--- src/rtl/surf4_debug_mux_pkg.sv ---
// Shared register map and CTRL bit positions for surf4_debug_mux.
// Bridge software and the bench use the same constants.
package surf4_debug_mux_pkg;

    localparam logic [3:0] ADR_SEL    = 4'd0;
    localparam logic [3:0] ADR_CTRL   = 4'd1;
    localparam logic [3:0] ADR_MASK   = 4'd2;
    localparam logic [3:0] ADR_VALUE  = 4'd3;
    localparam logic [3:0] ADR_COUNT  = 4'd4;
    localparam logic [3:0] ADR_SNAP   = 4'd5;
    localparam logic [3:0] ADR_TSTAMP = 4'd6;

    localparam int unsigned CTRL_FREEZE = 0;
    localparam int unsigned CTRL_LEVEL  = 1;
    localparam int unsigned CTRL_ARM    = 2;
    localparam int unsigned CTRL_DONE   = 3;

    typedef enum logic [1:0] {
        WB_IDLE,
        WB_ACK,
        WB_ERR
    } wb_state_e;

endpackage

--- src/rtl/surf4_debug_mux_trig.sv ---
// surf4_debug_trig: mask/value comparator, match edge detect, saturating
// match counter and armed one-shot snapshot.
module surf4_debug_trig #(
    parameter int unsigned DBG_WIDTH = 32
) (
    input  logic                 clk_i,
    input  logic                 rst_i,
    input  logic [DBG_WIDTH-1:0] dbg_nxt_i,
    input  logic [DBG_WIDTH-1:0] dbg_q_i,
    input  logic [DBG_WIDTH-1:0] mask_i,
    input  logic [DBG_WIDTH-1:0] value_i,
    input  logic                 level_i,
    input  logic                 arm_set_i,
    input  logic                 cnt_clr_i,
    output logic                 match_o,
    output logic [31:0]          count_o,
    output logic [DBG_WIDTH-1:0] snap_o,
    output logic                 arm_o,
    output logic                 done_o,
    output logic                 capture_o
);

    logic match_d1;
    logic inc;

    assign inc       = level_i ? match_o : (match_o & ~match_d1);
    // An arm write in the same cycle as a match defers capture to the next match.
    assign capture_o = arm_o & match_o & ~arm_set_i;

    always_ff @(posedge clk_i or posedge rst_i) begin
        if (rst_i) begin
            match_o  <= 1'b0;
            match_d1 <= 1'b0;
            count_o  <= '0;
            snap_o   <= '0;
            arm_o    <= 1'b0;
            done_o   <= 1'b0;
        end else begin
            match_o  <= ((dbg_nxt_i ^ value_i) & mask_i) == '0;
            match_d1 <= match_o;
            if (cnt_clr_i) begin
                count_o <= '0;
            end else if (inc && count_o != '1) begin
                count_o <= count_o + 32'd1;
            end
            if (arm_set_i) begin
                arm_o  <= 1'b1;
                done_o <= 1'b0;
            end else if (capture_o) begin
                arm_o  <= 1'b0;
                done_o <= 1'b1;
                snap_o <= dbg_q_i;
            end
        end
    end

endmodule

--- src/rtl/surf4_debug_mux.sv ---
// Wishbone-controlled debug bus selector with trigger, counter and snapshot.
// Optional cycle timestamp on capture: define SURF4_DEBUG_MUX_TIMESTAMP_EN.
module surf4_debug_mux
    import surf4_debug_mux_pkg::*;
#(
    parameter int unsigned NCH       = 4,
    parameter int unsigned DBG_WIDTH = 32,
    parameter int unsigned SEL_BITS  = 4
) (
    input  logic                     clk_i,
    input  logic                     rst_i,
    input  logic                     cyc_i,
    input  logic                     stb_i,
    input  logic                     we_i,
    input  logic [3:0]               adr_i,
    input  logic [31:0]              dat_i,
    output logic [31:0]              dat_o,
    output logic                     ack_o,
    output logic                     err_o,
    output logic                     rty_o,
    input  logic [NCH*DBG_WIDTH-1:0] debug_i,
    output logic [DBG_WIDTH-1:0]     debug_o,
    output logic                     match_o,
    output logic                     snap_done_o
);

    wb_state_e             state_q, state_d;
    logic [SEL_BITS-1:0]   sel_q;
    logic                  freeze_q, level_q;
    logic [DBG_WIDTH-1:0]  mask_q, value_q;
    logic [DBG_WIDTH-1:0]  chan, nxt;
    logic [31:0]           rd_data, dat_d;
    logic                  wr_sel, wr_ctrl, wr_mask, wr_value, cnt_clr, arm_set;
    logic [31:0]           count;
    logic [DBG_WIDTH-1:0]  snap;
    logic                  arm, capture;
`ifdef SURF4_DEBUG_MUX_TIMESTAMP_EN
    logic [31:0]           tstamp_cnt, tstamp_q;
`endif

    assign rty_o = 1'b0;
    assign ack_o = (state_q == WB_ACK);
    assign err_o = (state_q == WB_ERR);

    always_comb begin
        chan = '0;
        for (int unsigned k = 0; k < NCH; k++) begin
            if (sel_q == SEL_BITS'(k)) chan = debug_i[k*DBG_WIDTH +: DBG_WIDTH];
        end
    end

    assign nxt = freeze_q ? debug_o : chan;

    // Request is sampled only while idle, so every response blocks one cycle.
    always_comb begin
        state_d  = WB_IDLE;
        rd_data  = '0;
        wr_sel   = 1'b0;
        wr_ctrl  = 1'b0;
        wr_mask  = 1'b0;
        wr_value = 1'b0;
        cnt_clr  = 1'b0;
        if (cyc_i && stb_i && state_q == WB_IDLE) begin
            state_d = WB_ACK;
            case (adr_i)
                ADR_SEL: begin
                    rd_data = 32'(sel_q);
                    if (we_i) begin
                        if (dat_i >= 32'(NCH)) state_d = WB_ERR;
                        else                   wr_sel  = 1'b1;
                    end
                end
                ADR_CTRL: begin
                    rd_data[CTRL_FREEZE] = freeze_q;
                    rd_data[CTRL_LEVEL]  = level_q;
                    rd_data[CTRL_ARM]    = arm;
                    rd_data[CTRL_DONE]   = snap_done_o;
                    wr_ctrl = we_i;
                end
                ADR_MASK: begin
                    rd_data = 32'(mask_q);
                    wr_mask = we_i;
                end
                ADR_VALUE: begin
                    rd_data  = 32'(value_q);
                    wr_value = we_i;
                end
                ADR_COUNT: begin
                    rd_data = count;
                    cnt_clr = we_i;
                end
                ADR_SNAP:   rd_data = 32'(snap);
`ifdef SURF4_DEBUG_MUX_TIMESTAMP_EN
                ADR_TSTAMP: rd_data = tstamp_q;
`endif
                default:    state_d = WB_ERR;
            endcase
        end
    end

    assign dat_d   = (state_d == WB_ACK && !we_i) ? rd_data : '0;
    assign arm_set = wr_ctrl & dat_i[CTRL_ARM];

    always_ff @(posedge clk_i or posedge rst_i) begin
        if (rst_i) begin
            state_q  <= WB_IDLE;
            dat_o    <= '0;
            sel_q    <= '0;
            freeze_q <= 1'b0;
            level_q  <= 1'b0;
            mask_q   <= '0;
            value_q  <= '0;
            debug_o  <= '0;
        end else begin
            state_q <= state_d;
            dat_o   <= dat_d;
            debug_o <= nxt;
            if (wr_sel)   sel_q   <= dat_i[SEL_BITS-1:0];
            if (wr_mask)  mask_q  <= DBG_WIDTH'(dat_i);
            if (wr_value) value_q <= DBG_WIDTH'(dat_i);
            if (wr_ctrl) begin
                freeze_q <= dat_i[CTRL_FREEZE];
                level_q  <= dat_i[CTRL_LEVEL];
            end
        end
    end

`ifdef SURF4_DEBUG_MUX_TIMESTAMP_EN
    always_ff @(posedge clk_i or posedge rst_i) begin
        if (rst_i) begin
            tstamp_cnt <= '0;
            tstamp_q   <= '0;
        end else begin
            tstamp_cnt <= tstamp_cnt + 32'd1;
            if (capture) tstamp_q <= tstamp_cnt;
        end
    end
`endif

    surf4_debug_trig #(
        .DBG_WIDTH (DBG_WIDTH)
    ) u_trig (
        .clk_i     (clk_i),
        .rst_i     (rst_i),
        .dbg_nxt_i (nxt),
        .dbg_q_i   (debug_o),
        .mask_i    (mask_q),
        .value_i   (value_q),
        .level_i   (level_q),
        .arm_set_i (arm_set),
        .cnt_clr_i (cnt_clr),
        .match_o   (match_o),
        .count_o   (count),
        .snap_o    (snap),
        .arm_o     (arm),
        .done_o    (snap_done_o),
        .capture_o (capture)
    );

endmodule

--- config.mk ---
export PLATFORM = sky130hd
export DESIGN_NAME = surf4_debug_mux
export DESIGN_NICKNAME = d
export VERILOG_FILES = /design/src/rtl/surf4_debug_mux_pkg.sv /design/src/rtl/surf4_debug_mux_trig.sv /design/src/rtl/surf4_debug_mux.sv
export SDC_FILE = /design/constraint.sdc
export NUM_CORES = 1
export LEC_CHECK = 0
export ABC_CLOCK_PERIOD_IN_PS = 10600
export CORE_MARGIN = 1
export CORE_UTILIZATION = 39
export DETAILED_ROUTE_END_ITERATION = 10
export PLACE_DENSITY = 0.66
export SETUP_SLACK_MARGIN = 0.2
export SLEW_MARGIN = 20
export SYNTH_ARGS = -nofsm -noshare
export SYNTH_HDL_FRONTEND = slang
export SYNTH_SLANG_ARGS = --single-unit
export TNS_END_PERCENT = 50
--- constraint.sdc ---
create_clock -name clk_i -period 10.6 [get_ports clk_i]
set_input_delay 1.06 -clock clk_i [delete_from_list [all_inputs] [get_ports clk_i]]
set_output_delay 1.06 -clock clk_i [all_outputs]
set_load 0.005 [all_outputs]
==> After elaboration in Yosys (flattened, before gate mapping) <==
Cells that the tools add are included.
{ "classes": {"addsub": 1, "order_cmp": 1, "eq_ne": 12, "mux": 32, "n_bitwise": 8, "reduce_logical": 13} }
{ "ops": {"columns": ["cell", "count"], "rows": [
  ["$mux W32", 9],
  ["$pmux W28 S4", 1],
  ["$add A32 B1 Y32 const B", 1],
  ["$and A32 B32 Y32", 1],
  ["$ge A32 B3 Y1 const B", 1],
  ["$logic_not A32 Y1", 1],
  ["$ne A32 B32 Y1 const B", 1],
  ["$xor A32 B32 Y32", 1],
  ["$pmux W4 S6", 1],
  ["$mux W1", 17],
  ["$eq A4 B2 Y1 const B", 4],
  ["$eq A4 B1 Y1 const B", 2],
  ["$eq A4 B3 Y1 const B", 2],
  ["$logic_not A4 Y1", 2],
  ["$mux W2", 3],
  ["$reduce_or A5 Y1", 1],
  ["$and A1 B1 Y1", 4],
  ["$eq A2 B1 Y1 const B", 2],
  ["$logic_and A1 B1 Y1", 4],
  ["$pmux W2 S2", 1],
  ["$reduce_bool A2 Y1", 2],
  ["$eq A2 B2 Y1 const B", 1],
  ["$logic_not A2 Y1", 1],
  ["$not A1 Y1", 2],
  ["other kinds (2)", 2]
]} }
{ "word_totals": {"regBits": 204, "input_bits": 169, "out_inout_bits": 69, "wordCells": 81} }

==> Depth between registers and ports, before layout <==
{ "depth": {"word_depth": 9, "depth_mapped": 12, "depth_no_buf": 8} }

==> Modules after synthesis <==
A second synthesis with hierarchy kept.
{ "hier_totals": {"hier_cells": 861, "area_unflattened_um2": 9924.5} }
{ "modules_own_cells": {"columns": ["module", "n_inst", "cells_each", "area_each_um2", "seq_area_each_um2"], "rows": [
  ["surf4_debug_mux", 1, 460, 6328.6, 3403.3],
  ["surf4_debug_trig", 1, 401, 3595.9, 1701.6]
]} }

==> Least setup slack after synthesis <==
No wires, ideal clock.
{ "synth_timing": {"path_kind": "input to register", "startpoint": "in adr_i[1]", "endpoint": "reg u_trig.snap_o[11]", "setup_time_ns": 0.128, "arrival_ns": 2.731, "required_time_ns": 10.472, "setup_slack_ns": 7.741, "path_stages": 9, "n_path_buf": 3, "cell_sequence": "clkbuf_1 > nor2_1 > nand2_1 > nor3b_1 > nand2_1 > and3_1 > clkbuf_1 > buf_2 > mux2_1"} }
{ "synth_between": {"elab_chain_cells": 7} }
{ "synth_lines": {"columns": ["element", "line", "text"], "rows": [
  ["from (decl)", "surf4_debug_mux.sv:15", "input logic [3:0] adr_i,"],
  ["$eq A4 B1 Y1 *", "surf4_debug_mux.sv:65", "case (adr_i)"],
  ["$mux W1 *", "surf4_debug_mux.sv:65", null],
  ["$mux W1 *", "surf4_debug_mux.sv:63", "if (cyc_i && stb_i && state_q == WB_IDLE) begin"],
  ["$and A1 B1 Y1 *", "surf4_debug_mux.sv:102", "assign arm_set = wr_ctrl & dat_i[CTRL_ARM];"],
  ["$not A1 Y1 *", "surf4_debug_mux_trig.sv:28", "assign capture_o = arm_o & match_o & ~arm_set_i;"],
  ["$and A1 B1 Y1", "surf4_debug_mux_trig.sv:28", null],
  ["$reduce_and A2 Y1 (no source line) *", null, null],
  ["to (signal assigned)", "surf4_debug_mux_trig.sv:52", "snap_o <= dbg_q_i;"],
  ["to (decl)", "surf4_debug_mux_trig.sv:17", "output logic [DBG_WIDTH-1:0] snap_o,"]
]} }
Mark *: on every way between the ends. The rest lies on a longest branch, timed or not.
A chain may end at the register's enable or synchronous reset.

==> Final worst setup path <==
{ "layout_timing": {"startpoint": "reg sel_q[0]", "endpoint": "reg u_trig.match_o"} }
{ "layout_between": {"elab_chain_cells": 9, "word_cells_on_any_way": 12, "cone_classes": "eq/ne (3); mux (5); bitwise (2); reduce/logical (2)"} }
{ "layout_lines": {"columns": ["element", "line", "text"], "rows": [
  ["from (decl)", "surf4_debug_mux.sv:28", "logic [SEL_BITS-1:0] sel_q;"],
  ["from (signal assigned)", "surf4_debug_mux.sv:118", "if (wr_sel) sel_q <= dat_i[SEL_BITS-1:0];"],
  ["$logic_not A4 Y1", "surf4_debug_mux.sv:48", "if (sel_q == SEL_BITS'(k)) chan = debug_i[k*DBG_WIDTH +: DBG_WIDTH];"],
  ["$mux W32 (3 in series)", "surf4_debug_mux.sv:48", null],
  ["$mux W32 *", "surf4_debug_mux.sv:48", null],
  ["$mux W32 *", "surf4_debug_mux.sv:52", "assign nxt = freeze_q ? debug_o : chan;"],
  ["$xor A32 B32 Y32 *", "surf4_debug_mux_trig.sv:39", "match_o <= ((dbg_nxt_i ^ value_i) & mask_i) == '0;"],
  ["$and A32 B32 Y32 *", "surf4_debug_mux_trig.sv:39", null],
  ["$logic_not A32 Y1 *", "surf4_debug_mux_trig.sv:39", null],
  ["to (signal assigned)", "surf4_debug_mux_trig.sv:32", "match_o <= 1'b0;"],
  ["to (signal assigned)", "surf4_debug_mux_trig.sv:39", null],
  ["to (decl)", "surf4_debug_mux_trig.sv:15", "output logic match_o,"]
]} }
Marks and branches as above.

==> impl_metrics.env <==
export IMPL_drtIter0Drc=973
export IMPL_dpl_hpwl_um=26900
export IMPL_multiInputGateArea_mm2=0.00523
export IMPL_rsz0062_at_grt="no"
export IMPL_maxCapViolations=0
export IMPL_leakagePower_nw=5.71
export IMPL_nNetsFinal=1375
export IMPL_worstSetupPathType="reg2reg"
export IMPL_syn_to_final_growth_pct=32.2
export IMPL_ir_drop_mv=0.150
export IMPL_min_delay_start="u_trig.snap_o[14]"
export IMPL_portBuffers=236
export IMPL_min_path_cells=1
export IMPL_yosysWarnings=0
export IMPL_synth_fp_nets=1165
export IMPL_die_w_um=167
export IMPL_crit_fanout=61
export IMPL_tightest_slew_ns=1.07
export IMPL_ctsHoldBuffers=0
export IMPL_r2r_start="sel_q[0]"
export IMPL_drc=0
export IMPL_setup_worst_path_end_class="register"
export IMPL_cts_tree="built"
export IMPL_syn_inst=995
export IMPL_cpPeakStageDelay_ns=0.81
export IMPL_diodes=0
export IMPL_highest_layer="met4"
export IMPL_synth_area_per_cell_um2=10.7
export IMPL_hold_path_class="reg2reg"
export IMPL_power_switching_mw=0.682
export IMPL_maxSlewViolCount=0
export IMPL_ys_flop_type="dfrtp_1"
export IMPL_power_density_mw_per_mm2=167
export IMPL_start_util_pct=39.6
export IMPL_cp_arrival_ns=3.96
export IMPL_final_seq_area_mm2=0.00511
export IMPL_postCtsSetupBuffers=0
export IMPL_clockRootBuffer="clkbuf_16"
export IMPL_ctsResizeCount=0
export IMPL_numClockSinks=204
export IMPL_m1WireLength_um=15100
export IMPL_ys_ff_latch=204
export IMPL_num_vias=9012
export IMPL_async_flop_share_pct=100
export IMPL_whs_ns=0.494
export IMPL_synth_cell_types=59
export IMPL_power_internal_mw=1.66
export IMPL_dpl_cell_area_mm2=0.0133
export IMPL_reg2regPathDepth=8
export IMPL_fmax_ghz=0.282
export IMPL_die_area_mm2=0.0279
export IMPL_antenna_found_initial=0
export IMPL_gr_total_overflow=0
export IMPL_layout_worst_path_cycle_share_pct=33.5
export IMPL_comb_power_share_pct=18.8
export IMPL_clockBufferDepth=3
export IMPL_path_cells="buf_4 > and4bb_2 > a22oi_1 > mux2_2 > a2111o_1 > a2111oi_2 > a41oi_1 > nor4_1"
export IMPL_tns_ns=0
export IMPL_crit_required_ns=11.01
export IMPL_p_clk_share_pct=35.4
export IMPL_setup_viol=0
export IMPL_design_area_mm2=0.0140
export IMPL_period_needed_ns=3.55
export IMPL_final_hold_viol_count=0
export IMPL_clk_latency_ns=0.52
export IMPL_num_rows=60
export IMPL_synth_seq_area_share_pct=48.1
export IMPL_r2r_slack_ns=7.05
export IMPL_grt_max_degree=136
export IMPL_gp_congestion=0.908
export IMPL_max_slew_margin_pct=28.6
export IMPL_met2_length_um=17000
export IMPL_min_to="u_trig.snap_o[14]"
export IMPL_route_antenna_remaining_nets=0
export IMPL_r2r_end="u_trig.match_o"
export IMPL_drt_total_wl_um=35900
export IMPL_dr_pass1_iters=9
export IMPL_synth_edf_count=0
export IMPL_slowest_stage="and4bb_2"
export IMPL_power_frac_seq_pct=45.8
export IMPL_route_met3_wl_um=2950
export IMPL_clkTransAtPathRegs_ns=0.06
export IMPL_io_pins=238
export IMPL_drive_above_1_share_pct=13.9
export IMPL_core_mm2=0.0268
export IMPL_fill_cells=2450
export IMPL_grt_usage_pct=25.9
export IMPL_viasPerCell=5.77
export IMPL_finalClockSkew_ns=0.0138
export IMPL_die_y_um=167
export IMPL_syn_area_mm2=0.0106
export IMPL_cts_made_buffers=23
export IMPL_wl_per_cell_um=23.0
export IMPL_grt_pass1_vias=8789
export IMPL_grt_first_pass_wirelength_um=54800
export IMPL_critPathLaunchType="register"
export IMPL_htree_levels=1
export IMPL_status="finished, final reports clean"
export IMPL_swShare_pct=29.1
[cells by family (layout without fill, tap and decap cells)]
| kind of cell | Yosys count | count (layout) | share of synthesized area [%] |
|---|---|---|---|
| buffers and inverters | 73 | 298 | 3.02 |
| adder cells (fa/ha/maj) | 1 | 1 | 0.118 |
| AO/OA/AOI/OAI | 211 | 211 | 13.8 |
| multiplexers | 144 | 144 | 16.1 |
| flip-flops | 204 | 204 | 48.1 |
| AND/OR/NAND/NOR | 296 | 296 | 13.6 |
| XOR/XNOR | 65 | 65 | 5.36 |
| other | 1 | 1 | 0.0353 |
[through the flow]
stage / std cells / util, % / worst slack, ns / total power [mW]
global route: 1561 / 52.4 / 6.69 / 2.44
floorplan: 995 / - / 3.97 / 1.28
finish: 1561 / 52.4 / 7.05 / 2.34
detailed placement: 1521 / 49.5 / 6.55 / 1.52
global placement: 1521 / 49.5 / 6.63 / 1.50
CTS: 1561 / 52.4 / 7.05 / 2.35
[sequential cells by signal, indices dropped and copies added, names as in the netlist]
signal,cells
dat_o,32
debug_o,32
freeze_q,1
level_q,1
mask_q,32
sel_q,4
state_q,2
u_trig.arm_o,1
u_trig.count_o,32
u_trig.done_o,1
u_trig.match_d1,1
u_trig.match_o,1
u_trig.snap_o,32
value_q,32
[critical path: cells and delay by family, from the launching register on]
| family | cells | cell delay (ns) |
|---|---|---|
| compound gates | 4 | 1.11 |
| buf+inv | 1 | 0.53 |
| flops | 1 | 0.34 |
| mux | 1 | 0.31 |
| simple gates | 2 | 1.11 |
[power groups by stage]
stage / clock [mW] / combinational (mW) / sequential, mW
after floorplan: 0 / 0.258 / 1.02
after detailed placement: 0 / 0.440 / 1.08
after global placement: 0 / 0.430 / 1.07
final: 0.828 / 0.439 / 1.07
after CTS: 0.839 / 0.442 / 1.07
after global routing: 0.870 / 0.481 / 1.09
[placed cells by master (no fill, tap or decap), types with 23 or more instances in the layout]
cell / n
clkbuf_16: 23
a222oi_1: 35
nor2_1: 48
a21oi_1: 63
xor2_1: 56
mux2_2: 97
nand3_1: 27
nand2_1: 114
dfrtp_1: 201
clkdlybuf4s50_1: 236
o21ai_0: 34
[cells in the mapped netlist (all sizes together), types with 10 or more instances]
cell,n,area [um^2]
mux2,113,1270
nor2,50,188
a211oi,22,170
nand2b,17,106
a222oi,35,350
nor4,12,75.1
o21ai,41,205
a22oi,15,113
nand2,116,435
mux2i,21,210
nand3,27,135
a21oi,63,315
xor2,56,490
nand3b,10,75.1
dfrtp,204,5100
clkbuf,35,131
and3,11,68.8
nor2b,20,128
buf,26,144
nand4,12,75.1
mux4,10,225
inv,12,45.0
[final cells by class]
type | count | share of cell area (%)
Tap cell | 341 | 3.04
Clock buffer | 32 | 4.70
Inverter | 12 | 0.374
Clock inverter | 8 | 0.891
Multi-Input combinational cell | 718 | 37.3
Sequential cell | 204 | 36.4
Timing Repair Buffer | 246 | 17.4
[worst max-delay path by stage]
stage | end | startpoint | slack, ns
global placement | u_trig.snap_o[27] | cyc_i | 6.63
CTS | u_trig.snap_o[27] | cyc_i | 7.05
global route | u_trig.match_o | sel_q[0] | 6.69
floorplan | dat_o[0] | rst_i | 3.97
detailed placement | u_trig.snap_o[27] | cyc_i | 6.55
finish | u_trig.match_o | sel_q[0] | 7.05
[per-layer routing]
metal	vias up	GRT usage (%)
met5	-	0
met1	4437	35.9
met3	52	4.11
met2	449	42.2
li1	4074	-
met4	0	6.84
Note: power is estimated with default switching activity, not from simulation.
